## src/rtl/dec_stage_pkg.sv

```systemverilog
// Shared decode-stage types.
// Holds the width defaults, the register/immediate/unit/command types,
// the decode-buffer state encoding and the per-way decoded record
// used by dec_stage and its decoder sub-module.
package dec_stage_pkg;

   localparam int unsigned AddrWidth = 32;
   localparam int unsigned DataWidth = 32;
   localparam int unsigned InstWidth = 32;

   typedef logic [4:0]           RegFile_t;
   typedef logic [DataWidth-1:0] ImmData_t;

   typedef enum logic [1:0] {
      UNIT_NONE,
      UNIT_ALU,
      UNIT_MEM,
      UNIT_BR
   } ExeUnit_t;

   typedef enum logic [4:0] {
      CMD_NOP,
      CMD_ADD,
      CMD_SUB,
      CMD_SLL,
      CMD_SLT,
      CMD_SLTU,
      CMD_XOR,
      CMD_SRL,
      CMD_SRA,
      CMD_OR,
      CMD_AND,
      CMD_LUI,
      CMD_AUIPC,
      CMD_JAL,
      CMD_JALR,
      CMD_BRANCH,
      CMD_LOAD,
      CMD_STORE
   } OpCommand_t;

   typedef enum logic [1:0] {
      EMPTY,
      ONE,
      TWO
   } DecStageState_t;

   localparam logic [6:0] OPC_OP     = 7'h33;
   localparam logic [6:0] OPC_OP_IMM = 7'h13;
   localparam logic [6:0] OPC_LOAD   = 7'h03;
   localparam logic [6:0] OPC_STORE  = 7'h23;
   localparam logic [6:0] OPC_BRANCH = 7'h63;
   localparam logic [6:0] OPC_JAL    = 7'h6F;
   localparam logic [6:0] OPC_JALR   = 7'h67;
   localparam logic [6:0] OPC_LUI    = 7'h37;
   localparam logic [6:0] OPC_AUIPC  = 7'h17;

   typedef struct packed {
      RegFile_t   rs1;
      RegFile_t   rs2;
      RegFile_t   rd;
      ImmData_t   imm;
      ExeUnit_t   unit;
      OpCommand_t cmd;
      logic       invalid;
   } DecRec_t;

   // ALU command from funct3; bit 30 selects SUB only for register ops,
   // while SRA/SRAI use it in both forms.
   function automatic OpCommand_t alu_cmd(input logic [2:0] f3,
                                          input logic       alt,
                                          input logic       is_reg);
      OpCommand_t c;
      case (f3)
         3'd0:    c = (is_reg && alt) ? CMD_SUB : CMD_ADD;
         3'd1:    c = CMD_SLL;
         3'd2:    c = CMD_SLT;
         3'd3:    c = CMD_SLTU;
         3'd4:    c = CMD_XOR;
         3'd5:    c = alt ? CMD_SRA : CMD_SRL;
         3'd6:    c = CMD_OR;
         default: c = CMD_AND;
      endcase
      return c;
   endfunction

endpackage

```

## src/rtl/dec_stage_decoder.sv

```systemverilog
// Single-way instruction decoder.
// Ports:
//   i_inst  - one instruction word
//   o_rec   - decoded register fields, immediate, unit, command, illegal flag
module dec_stage_decoder
   import dec_stage_pkg::*;
#(
   parameter int unsigned INST = InstWidth
)(
   input  logic [INST-1:0] i_inst,
   output DecRec_t         o_rec
);

   logic [6:0] w_opc;
   logic [2:0] w_f3;

   assign w_opc = i_inst[6:0];
   assign w_f3  = i_inst[14:12];

   always_comb begin
      o_rec         = '0;
      o_rec.rs1     = i_inst[19:15];
      o_rec.rs2     = i_inst[24:20];
      o_rec.rd      = i_inst[11:7];
      o_rec.unit    = UNIT_NONE;
      o_rec.cmd     = CMD_NOP;
      o_rec.invalid = 1'b0;
      case (w_opc)
         OPC_OP: begin
            o_rec.unit = UNIT_ALU;
            o_rec.cmd  = alu_cmd(w_f3, i_inst[30], 1'b1);
         end
         OPC_OP_IMM: begin
            o_rec.rs2  = '0;
            o_rec.imm  = ImmData_t'($signed(i_inst[31:20]));
            o_rec.unit = UNIT_ALU;
            o_rec.cmd  = alu_cmd(w_f3, i_inst[30], 1'b0);
         end
         OPC_LOAD: begin
            o_rec.rs2  = '0;
            o_rec.imm  = ImmData_t'($signed(i_inst[31:20]));
            o_rec.unit = UNIT_MEM;
            o_rec.cmd  = CMD_LOAD;
         end
         OPC_STORE: begin
            o_rec.rd   = '0;
            o_rec.imm  = ImmData_t'($signed({i_inst[31:25], i_inst[11:7]}));
            o_rec.unit = UNIT_MEM;
            o_rec.cmd  = CMD_STORE;
         end
         OPC_BRANCH: begin
            o_rec.rd   = '0;
            o_rec.imm  = ImmData_t'($signed({i_inst[31], i_inst[7], i_inst[30:25],
                                             i_inst[11:8], 1'b0}));
            o_rec.unit = UNIT_BR;
            o_rec.cmd  = CMD_BRANCH;
         end
         OPC_JAL: begin
            o_rec.rs1  = '0;
            o_rec.rs2  = '0;
            o_rec.imm  = ImmData_t'($signed({i_inst[31], i_inst[19:12], i_inst[20],
                                             i_inst[30:21], 1'b0}));
            o_rec.unit = UNIT_BR;
            o_rec.cmd  = CMD_JAL;
         end
         OPC_JALR: begin
            o_rec.rs2  = '0;
            o_rec.imm  = ImmData_t'($signed(i_inst[31:20]));
            o_rec.unit = UNIT_BR;
            o_rec.cmd  = CMD_JALR;
         end
         OPC_LUI, OPC_AUIPC: begin
            o_rec.rs1  = '0;
            o_rec.rs2  = '0;
            o_rec.imm  = ImmData_t'($signed({i_inst[31:12], 12'h000}));
            o_rec.unit = UNIT_ALU;
            o_rec.cmd  = (w_opc == OPC_LUI) ? CMD_LUI : CMD_AUIPC;
         end
         default: begin
            o_rec.rs1     = '0;
            o_rec.rs2     = '0;
            o_rec.rd      = '0;
            o_rec.invalid = 1'b1;
         end
      endcase
   end

endmodule

```

## src/rtl/dec_stage.sv

```systemverilog
// Decode stage: decodes a WAY-wide fetch group and holds it in a
// two-entry (output + skid) buffer so fetch only sees a registered stall.
// Ports:
//   clk, reset_          - clock, async active-low reset
//   inst_pc/inst/inst_v  - fetch group PC, instruction words, per-way valid
//   inst_e_              - active-low group enable
//   flush                - drops everything buffered and the same-cycle group
//   is_full              - downstream back-pressure
//   stall                - fetch must hold its group (buffer is full)
//   dec_e_out_/dec_v     - output group valid (active low) / per-way valid
//   dec_pc, *_out        - per-way PC and decoded fields
module dec_stage
   import dec_stage_pkg::*;
#(
   parameter int unsigned ADDR = AddrWidth,
   parameter int unsigned DATA = DataWidth,
   parameter int unsigned INST = InstWidth,
   parameter int unsigned WAY  = 2
)(
   input  logic                 clk,
   input  logic                 reset_,
   input  logic [ADDR-1:0]      inst_pc,
   input  logic [WAY*INST-1:0]  inst,
   input  logic [WAY-1:0]       inst_v,
   input  logic                 inst_e_,
   input  logic                 flush,
   input  logic                 is_full,
   output logic                 stall,
   output logic                 dec_e_out_,
   output logic [WAY-1:0]       dec_v,
   output logic [WAY*ADDR-1:0]  dec_pc,
   output RegFile_t             rs1_out      [WAY],
   output RegFile_t             rs2_out      [WAY],
   output RegFile_t             rd_out       [WAY],
   output ImmData_t             imm_data_out [WAY],
   output ExeUnit_t             unit_out     [WAY],
   output OpCommand_t           command_out  [WAY],
   output logic [WAY-1:0]       invalid_out
);

   DecRec_t             w_rec [WAY];
   logic [WAY-1:0]      w_v;
   logic [WAY*ADDR-1:0] w_pc;
   logic                w_accept;

   DecStageState_t      r_state;
   logic                r_stall;
   logic [WAY-1:0]      r_out_v;
   logic [WAY*ADDR-1:0] r_out_pc;
   DecRec_t             r_out_rec [WAY];
   logic [WAY-1:0]      r_skid_v;
   logic [WAY*ADDR-1:0] r_skid_pc;
   DecRec_t             r_skid_rec [WAY];

   for (genvar g = 0; g < WAY; g++) begin : g_way
      dec_stage_decoder #(.INST(INST)) u_dec (
         .i_inst (inst[g*INST +: INST]),
         .o_rec  (w_rec[g])
      );
      assign w_pc[g*ADDR +: ADDR] = inst_pc + ADDR'(4 * g);

      assign rs1_out[g]      = r_out_rec[g].rs1;
      assign rs2_out[g]      = r_out_rec[g].rs2;
      assign rd_out[g]       = r_out_rec[g].rd;
      assign imm_data_out[g] = r_out_rec[g].imm;
      assign unit_out[g]     = r_out_rec[g].unit;
      assign command_out[g]  = r_out_rec[g].cmd;
      assign invalid_out[g]  = r_out_rec[g].invalid;
   end

   // An illegal valid way kills every higher way but stays valid itself.
   always_comb begin
      logic blk;
      blk = 1'b0;
      w_v = '0;
      for (int unsigned i = 0; i < WAY; i++) begin
         w_v[i] = inst_v[i] & ~blk;
         if (inst_v[i] && w_rec[i].invalid) blk = 1'b1;
      end
   end

   assign w_accept = ~inst_e_ & ~r_stall & ~flush;

   always_ff @(posedge clk or negedge reset_) begin
      if (!reset_) begin
         r_state   <= EMPTY;
         r_stall   <= 1'b0;
         r_out_v   <= '0;
         r_out_pc  <= '0;
         r_skid_v  <= '0;
         r_skid_pc <= '0;
         for (int unsigned i = 0; i < WAY; i++) begin
            r_out_rec[i]  <= '0;
            r_skid_rec[i] <= '0;
         end
      end else if (flush) begin
         r_state  <= EMPTY;
         r_stall  <= 1'b0;
         r_out_v  <= '0;
         r_skid_v <= '0;
      end else begin
         case (r_state)
            EMPTY: begin
               if (w_accept) begin
                  r_state   <= ONE;
                  r_out_v   <= w_v;
                  r_out_pc  <= w_pc;
                  r_out_rec <= w_rec;
               end
            end
            ONE: begin
               if (w_accept && !is_full) begin
                  r_out_v   <= w_v;
                  r_out_pc  <= w_pc;
                  r_out_rec <= w_rec;
               end else if (w_accept) begin
                  r_state    <= TWO;
                  r_stall    <= 1'b1;
                  r_skid_v   <= w_v;
                  r_skid_pc  <= w_pc;
                  r_skid_rec <= w_rec;
               end else if (!is_full) begin
                  r_state <= EMPTY;
                  r_out_v <= '0;
               end
            end
            TWO: begin
               if (!is_full) begin
                  r_state   <= ONE;
                  r_stall   <= 1'b0;
                  r_out_v   <= r_skid_v;
                  r_out_pc  <= r_skid_pc;
                  r_out_rec <= r_skid_rec;
                  r_skid_v  <= '0;
               end
            end
            default: begin
               r_state <= EMPTY;
               r_stall <= 1'b0;
               r_out_v <= '0;
            end
         endcase
      end
   end

   assign stall      = r_stall;
   assign dec_v      = r_out_v;
   assign dec_pc     = r_out_pc;
   assign dec_e_out_ = ~((r_state != EMPTY) && (|r_out_v));

endmodule

```

## config.mk

```make
export PLATFORM = sky130hd
export DESIGN_NAME = dec_stage
export DESIGN_NICKNAME = d
export VERILOG_FILES = /design/src/rtl/dec_stage_pkg.sv /design/src/rtl/dec_stage_decoder.sv /design/src/rtl/dec_stage.sv
export SDC_FILE = /design/constraint.sdc
export NUM_CORES = 1
export LEC_CHECK = 0
export BUFFER_PORTS_ARGS = -buffer_cell sky130_fd_sc_hd__buf_2
export CORE_MARGIN = 3
export CORE_UTILIZATION = 39
export DETAILED_ROUTE_END_ITERATION = 7
export PLACE_DENSITY = 0.68
export SLEW_MARGIN = 40
export SYNTH_ARGS = -nofsm -noshare
export SYNTH_HDL_FRONTEND = slang
export SYNTH_HIERARCHICAL = 1
export SYNTH_SLANG_ARGS = --single-unit
```

## constraint.sdc

```tcl
create_clock -name clk -period 4.1 [get_ports clk]
set_input_delay 0.41 -clock clk [delete_from_list [all_inputs] [get_ports clk]]
set_output_delay 0.41 -clock clk [all_outputs]
set_load 0.005 [all_outputs]
```

==> results of run 1 <==
-- per-layer routing --
| metal | vias to the layer above | wire, µm |
|---|---|---|
| met2 | 541 | 23500 |
| li1 | 7118 | - |
| met1 | 7325 | 22100 |
| met3 | 89 | 3630 |
| met4 | 6 | 1630 |
| met5 | - | 35 |
-- how the worst max path moves through the flow --
| stage | from | to | slack [ns] |
|---|---|---|---|
| floorplan | inst_pc[2] | dec_pc[56] | 2.20 |
| global placement | inst_e_ | dec_pc[45] | 1.46 |
| finish | r_state[1] | imm_data_out[19] | 1.39 |
| detailed placement | inst_e_ | imm_data_out[15] | 1.42 |
| global route | r_state[1] | rd_out[3] | 1.15 |
| CTS | r_state[1] | imm_data_out[10] | 1.39 |
-- kinds of logic (layout without fill, tap and decap cells) --
group	after synthesis	count (layout)	share of synthesized area (%)
simple gates	1125	1125	27.6
mux	7	7	0.423
fa+ha+maj	1	1	0.0742
buf+inv	166	393	4.70
flops	351	351	52.1
compound gates	353	353	13.6
other cells	0	1	0
xor+xnor	28	28	1.45
-- sequential cells by signal, indices dropped and copies added, names as in the netlist, 4 cells and up --
register / count
r_skid_rec: 110
imm_data_out: 64
dec_pc: 62
r_skid_pc: 62
command_out: 10
rd_out: 10
rs1_out: 10
rs2_out: 10
unit_out: 4
-- worst reg2reg max path: cells and delay by family (launching register included) --
family                 cells  cell delay, ns
AO/OA/AOI/OAI              3            1.03
flip-flops                 1            0.50
buffers and inverters      1            0.45
AND/OR/NAND/NOR            2            0.64
-- synth_stat cells (all sizes together), types with 7 or more instances --
cell,count,area (µm²)
o211ai,9,67.6
o22ai,20,125
nor3,18,90.1
or3,7,48.8
nand3,25,130
nand2,788,2960
o21ai,56,280
buf,57,383
xnor2,23,201
dfrtp,351,8780
a31oi,144,901
nor4,12,103
clkbuf,91,342
a21oi,34,193
nand4,7,43.8
nor2,186,698
and2,37,231
a211oi,15,113
a21o,30,225
inv,18,67.6
a22o,8,70.1
-- cell type report --
cell class	instances	area share [%]
sequential	351	43.9
clock inverter	11	0.920
multi-input combinational	1514	36.7
inverter	18	0.338
clock buffer	63	6.11
timing repair buffer	301	8.40
tap	577	3.61
antenna	1	0.0125
-- power by group through the flow --
stage | Clock (W) | Combinational (W) | Sequential, W
finish | 0.00382 | 0.00163 | 0.00450
global route | 0.00406 | 0.00185 | 0.00458
CTS | 0.00393 | 0.00166 | 0.00450
detailed placement | 0 | 0.00165 | 0.00455
global placement | 0 | 0.00159 | 0.00454
floorplan | 0 | 0.000848 | 0.00447
-- what timing repair did --
| item | in CTS | in global routing |
|---|---|---|
| gates resized for setup | 0 | 0 |
| endpoints found under the hold margin | 79 | 0 |
| hold buffers | 1 | 0 |
| endpoints found under the setup margin | 0 | 0 |
-- per-stage QoR --
step	instances	area, µm²
floorplan	2031	16900
global placement	2759	18500
detailed placement	2760	18600
CTS	2835	20000
global route	2836	20000
finish	2836	20000
==> metrics, run 1 <==
Post-Syn Instances 2031; Max Fclk 0.369 GHz; Synthesized Nets 2135; pre-CTS WS 1.42 ns; R2R Path Start r_state[1]; I/O pins 281; Max transition margin 48.6%; Via Count 15100; crit path time final 2.71 ns; Crit-path slowest cell o21ba_4; kind of critical path reg -> reg; DR WL/cell 18.0 µm; total global-route track usage 21.9%; Cell Area, Synth 0.0169 mm²; htree depth 2; Post-layout nets 2331; sw power 0.00281 W; crit end category flop; Worst Clk Skew 0.0150 ns; gr busiest metal met2; final antenna-violating net count 0; Worst Path Arrival 3.17 ns; DRC viols 0; Yosys cell types 74; R2R cell count 6; Seq/Total Area, Yosys 52.1%; Filler Cell Count 4129; outcome finished clean; LEAKAGE 9.61 nW; Power Density 498 mW/mm²; layout cells sized above 1 17.1%; Hold Path Sink r_skid_pc[33]; GRT met3 Usage 4.55%; final setup margin 1.39 ns; vias per inst 5.32; die height 214 µm; First-pass DRT Iterations 5; most common cell after layout, fill and taps aside nand2_1; Initial Utilization 39.8%; Final HPWL DP 33400 µm; Req. time, crit path 4.56 ns; max-slew violation count 0; number of port buffers 280; vias in the first global route 14600; number of synthesized flops with an enable pin 0; R2R setup slack 1.39 ns; CP Launch Type flop; Levels on crit path 6; Clock Latency Late Sink 0.56 ns; CP max FO 113; CORE AREA 0.0423 mm²; post-synthesis async set-or-reset flop share 100%; area of the multi-input gates 0.00733 mm²; synth warn 6; root buffer cell clkbuf_16; Gate power share 16.4%; 1st-iter DRT viols 1288; Die ar. 0.0458 mm²; commonest non-fill, non-tap cells in the layout nand2_1, dfrtp_1, buf_2, nor2_1, a31oi_1; clock network fraction of total power 38.4%; die width 214 µm; R2R Path End imm_data_out[19]; hold slack 0.0824 ns; final hold vios 0; largest net degree at the start of global routing 125; RD Place Congestion 0.893; RSZ-0062 raised after global routing no; Reg area 0.00878 mm²; crit-path cells or3_1, a21oi_1, o21ba_4, buf_12, nor2_1, a31oi_1; final setup vio count 0; clock buffer depth 3; synthesis-to-layout area growth 18.6%; CTS clk-pin slew, worst paths 0.06 ns; Worst Tran Pin Value 0.771 ns; initial antenna violation count 4; CTS tree done; mean post-synth cell area 8.30 µm²; Worst VDD drop 0.290 mV; part of the power in registers 45.2%; Int Power 0.00715 W; max cap viols 0; Row Count 75; cell family with most CP delay compound AO/OA/AOI/OAI gates; worst hold stages 3; first-pass GRT wire length 81800 µm; CTS sink count 351; synthesized flop and latch total 351; GR Layer Usage met2 34.6%; slowest stage delay, CP 0.60 ns; Min-Delay Startpoint inst_pc[1]; setup TNS 0 ns; setup bufs post-CTS 0; Net Sw Frac 28.2%; most common flop cell mapped by yosys dfrtp_1; fin crit share 66.1%; min-delay worst type in -> reg; fin util 47.2%; GR Overflow Total 0; Buf/Inv on CP 1; total power 0.00996 W; GR Layer Usage met1 29.9%; final WL 51000 µm; TritonCTS Buffers 41
Power figures use the tool's default switching activity.
==> run 2, diff against run 1 <==
--- a/config.mk
+++ b/config.mk
@@ -9,7 +9,7 @@
 export CORE_MARGIN = 3
 export CORE_UTILIZATION = 39
 export DETAILED_ROUTE_END_ITERATION = 7
-export PLACE_DENSITY = 0.68
+export PLACE_DENSITY = 0.7
 export SLEW_MARGIN = 40
 export SYNTH_ARGS = -nofsm -noshare
 export SYNTH_HDL_FRONTEND = slang
==> constraint.sdc (replaced) <==
create_clock -name clk -period 2.2 [get_ports clk]
set_input_delay 0.22 -clock clk [delete_from_list [all_inputs] [get_ports clk]]
set_output_delay 0.22 -clock clk [all_outputs]
set_load 0.005 [all_outputs]
==> run 2 against run 1 <==
  * Wire length decreased by 0.57%
  * Worst setup slack got worse by 1.2 ns
  * Largest cell class unchanged
  * Clock power increased by 79%
  * Critical endpoint is now imm_data_out[18]
  * Cell count increased by 2.1%
  * Flip-flop and latch count unchanged
==> metrics, run 2 (same netlist as run 1, synthesis figures left out) <==
outcome finished clean (unchanged); GR Overflow Total 0 (unchanged); Worst Clk Skew 0.0119 ns (was 0.0150 ns); Hold Path Sink r_skid_rec[91] (was r_skid_pc[33]); 1st-iter DRT viols 1150 (was 1288); final antenna-violating net count 0 (unchanged); root buffer cell clkbuf_16 (unchanged); cell count after placement 2788 (was 2760); R2R setup slack 0.16 ns (was 1.39 ns); vias per inst 5.30 (was 5.32); Int Power 0.0132 W (was 0.00715 W); max cap viols 0 (unchanged); Worst Tran Pin Value 0.783 ns (was 0.771 ns); die width 214 µm (unchanged); die height 214 µm (unchanged); initial antenna violation count 3 (was 4); Net Sw Frac 28.1% (was 28.2%); Req. time, crit path 2.64 ns (was 4.56 ns); First-pass DRT Iterations 5 (unchanged); CP Launch Type flop (unchanged); Worst VDD drop 0.619 mV (was 0.290 mV); kind of critical path reg -> reg (unchanged); crit end category flop (unchanged); synthesis-to-layout area growth 22.2% (was 18.6%); R2R Path Start stall (was r_state[1]); Max Fclk 0.489 GHz (was 0.369 GHz); largest net degree at the start of global routing 114 (was 125); Row Count 75 (unchanged); Via Count 15300 (was 15100); crit path time final 2.04 ns (was 2.71 ns); setup TNS 0 ns (unchanged); R2R Path End imm_data_out[18] (was imm_data_out[19]); CTS sink count 351 (unchanged); Initial Utilization 39.8% (unchanged); final setup margin 0.156 ns (was 1.39 ns); final hold vios 0 (unchanged); clock buffer depth 3 (unchanged); fin crit share 92.9% (was 66.1%); pre-CTS WS 0.128 ns (was 1.42 ns); R2R cell count 7 (was 6); total global-route track usage 21.5% (was 21.9%); LEAKAGE 9.89 nW (was 9.61 nW); Layout Cells excl Fill 2895 (was 2836); first-pass GRT wire length 80700 µm (was 81800 µm); clock network fraction of total power 37.1% (was 38.4%); design area 0.0206 mm² (was 0.0200 mm²); Worst Path Arrival 2.48 ns (was 3.17 ns); TritonCTS Buffers 40 (was 41); worst hold stages 4 (was 3); Die ar. 0.0458 mm² (unchanged); number of port buffers 280 (unchanged); final WL 50700 µm (was 51000 µm); RSZ-0062 raised after global routing no (unchanged); htree depth 2 (unchanged); Final HPWL DP 33600 µm (was 33400 µm); layout cells sized above 1 17.8% (was 17.1%); CORE AREA 0.0423 mm² (unchanged); DR WL/cell 17.5 µm (was 18.0 µm); Setup crit start stall (was r_state[1]); Filler Cell Count 3986 (was 4129); Power Density 892 mW/mm² (was 498 mW/mm²); vias in the first global route 14700 (was 14600); CTS clk-pin slew, worst paths 0.06 ns (about the same); final setup vio count 0 (unchanged); min-delay worst type in -> reg (unchanged); Clock Latency Late Sink 0.53 ns (was 0.56 ns); RD Place Congestion 0.892 (was 0.893); I/O pins 281 (unchanged); sw power 0.00516 W (was 0.00281 W); Post-layout nets 2395 (was 2331); max reg flops 110 (unchanged); Gate power share 17.4% (was 16.4%); Max transition margin 47.8% (was 48.6%); Min-Delay Startpoint inst[28] (was inst_pc[1]); commonest non-fill, non-tap cells in the layout nand2_1, dfrtp_1, buf_2, nor2_1, a31oi_1 (unchanged); part of the power in registers 45.5% (was 45.2%); CP max FO 44 (was 113); DRC viols 0 (unchanged); CTS tree done (unchanged); most common cell after layout, fill and taps aside nand2_1 (unchanged); Largest Register r_skid_rec (unchanged); placed cell areas 0.0189 mm² (was 0.0186 mm²); max-slew violation count 0 (unchanged)
run 2: cell types whose count changed in the layout (fill, tap and decap cells not counted), sizes merged:
cell         before  now
dlygate4sd3       1   38
buf             300  328
clkbuf           63   56
clkinv            5    2
clkinvlp          0    3
diode             1    2
run 2: power groups by stage:
stage               clock (W)  sequential (W)  combinational [W]
global route          0.00727         0.00850            0.00360
global placement            0         0.00842            0.00308
detailed placement          0         0.00845            0.00318
CTS                   0.00703         0.00836            0.00324
floorplan                   0         0.00834            0.00158
finish                0.00683         0.00836            0.00320
run 2: what timing repair did:
item / 4_1_cts / 5_1_grt
setup endpoints to repair: 0 / 6
setup buffers: 0 / 0
hold buffers: 38 / 0
gates resized for setup: 0 / 1
endpoints found under the hold margin: 124 / 0
run 2: metrics by stage:
step | hold slack, ns | total power [W] | util [%]
after detailed placement | 0.180 | 0.0116 | 44.6
after floorplan | -0.0756 | 0.00992 | -
after global routing | 0.0419 | 0.0194 | 48.7
after global placement | 0.177 | 0.0115 | 44.6
final | 0.0442 | 0.0184 | 48.7
after CTS | 0.00408 | 0.0186 | 48.6
run 2: worst max-delay path by stage:
stage               slack, ns  depth (start not counted)                to
finish                   0.16                          7  imm_data_out[18]
global route             0.02                          7        rs1_out[2]
CTS                      0.10                          7  imm_data_out[18]
detailed placement       0.13                          7  imm_data_out[22]
global placement         0.11                          9        rs1_out[8]
floorplan                0.30                          8    command_out[5]
run 2: per-layer routing:
metal / global-route usage [%] / up-vias / part of all wire [%]
li1: - / 7257 / -
met1: 29.0 / 7480 / 43
met2: 34.4 / 506 / 47
met3: 4.11 / 101 / 6.4
met4: 8.75 / 2 / 3.6
met5: 0 / - / 0.026
run 2: area by class of cell:
| type | instances | area [µm²] | share of cell area (%) |
|---|---|---|---|
| multi-input cells | 1514 | 7320 | 35.5 |
| clock buffers | 56 | 1140 | 5.55 |
| clock inverters | 11 | 191 | 0.929 |
| flip-flops and latches | 351 | 8780 | 42.6 |
| inverters | 18 | 67.6 | 0.328 |
| repair buffers | 366 | 2360 | 11.5 |
| well taps | 577 | 722 | 3.51 |
| diodes | 2 | 5.00 | 0.0243 |
run 2: critical path, stage by stage (launching register included):
cell,delay (ns)
dfrtp_1,0.43
or3_1,0.38
nor2_1,0.25
o21ba_4,0.25
buf_12,0.18
buf_12,0.22
nor2_1,0.06
a31oi_1,0.16
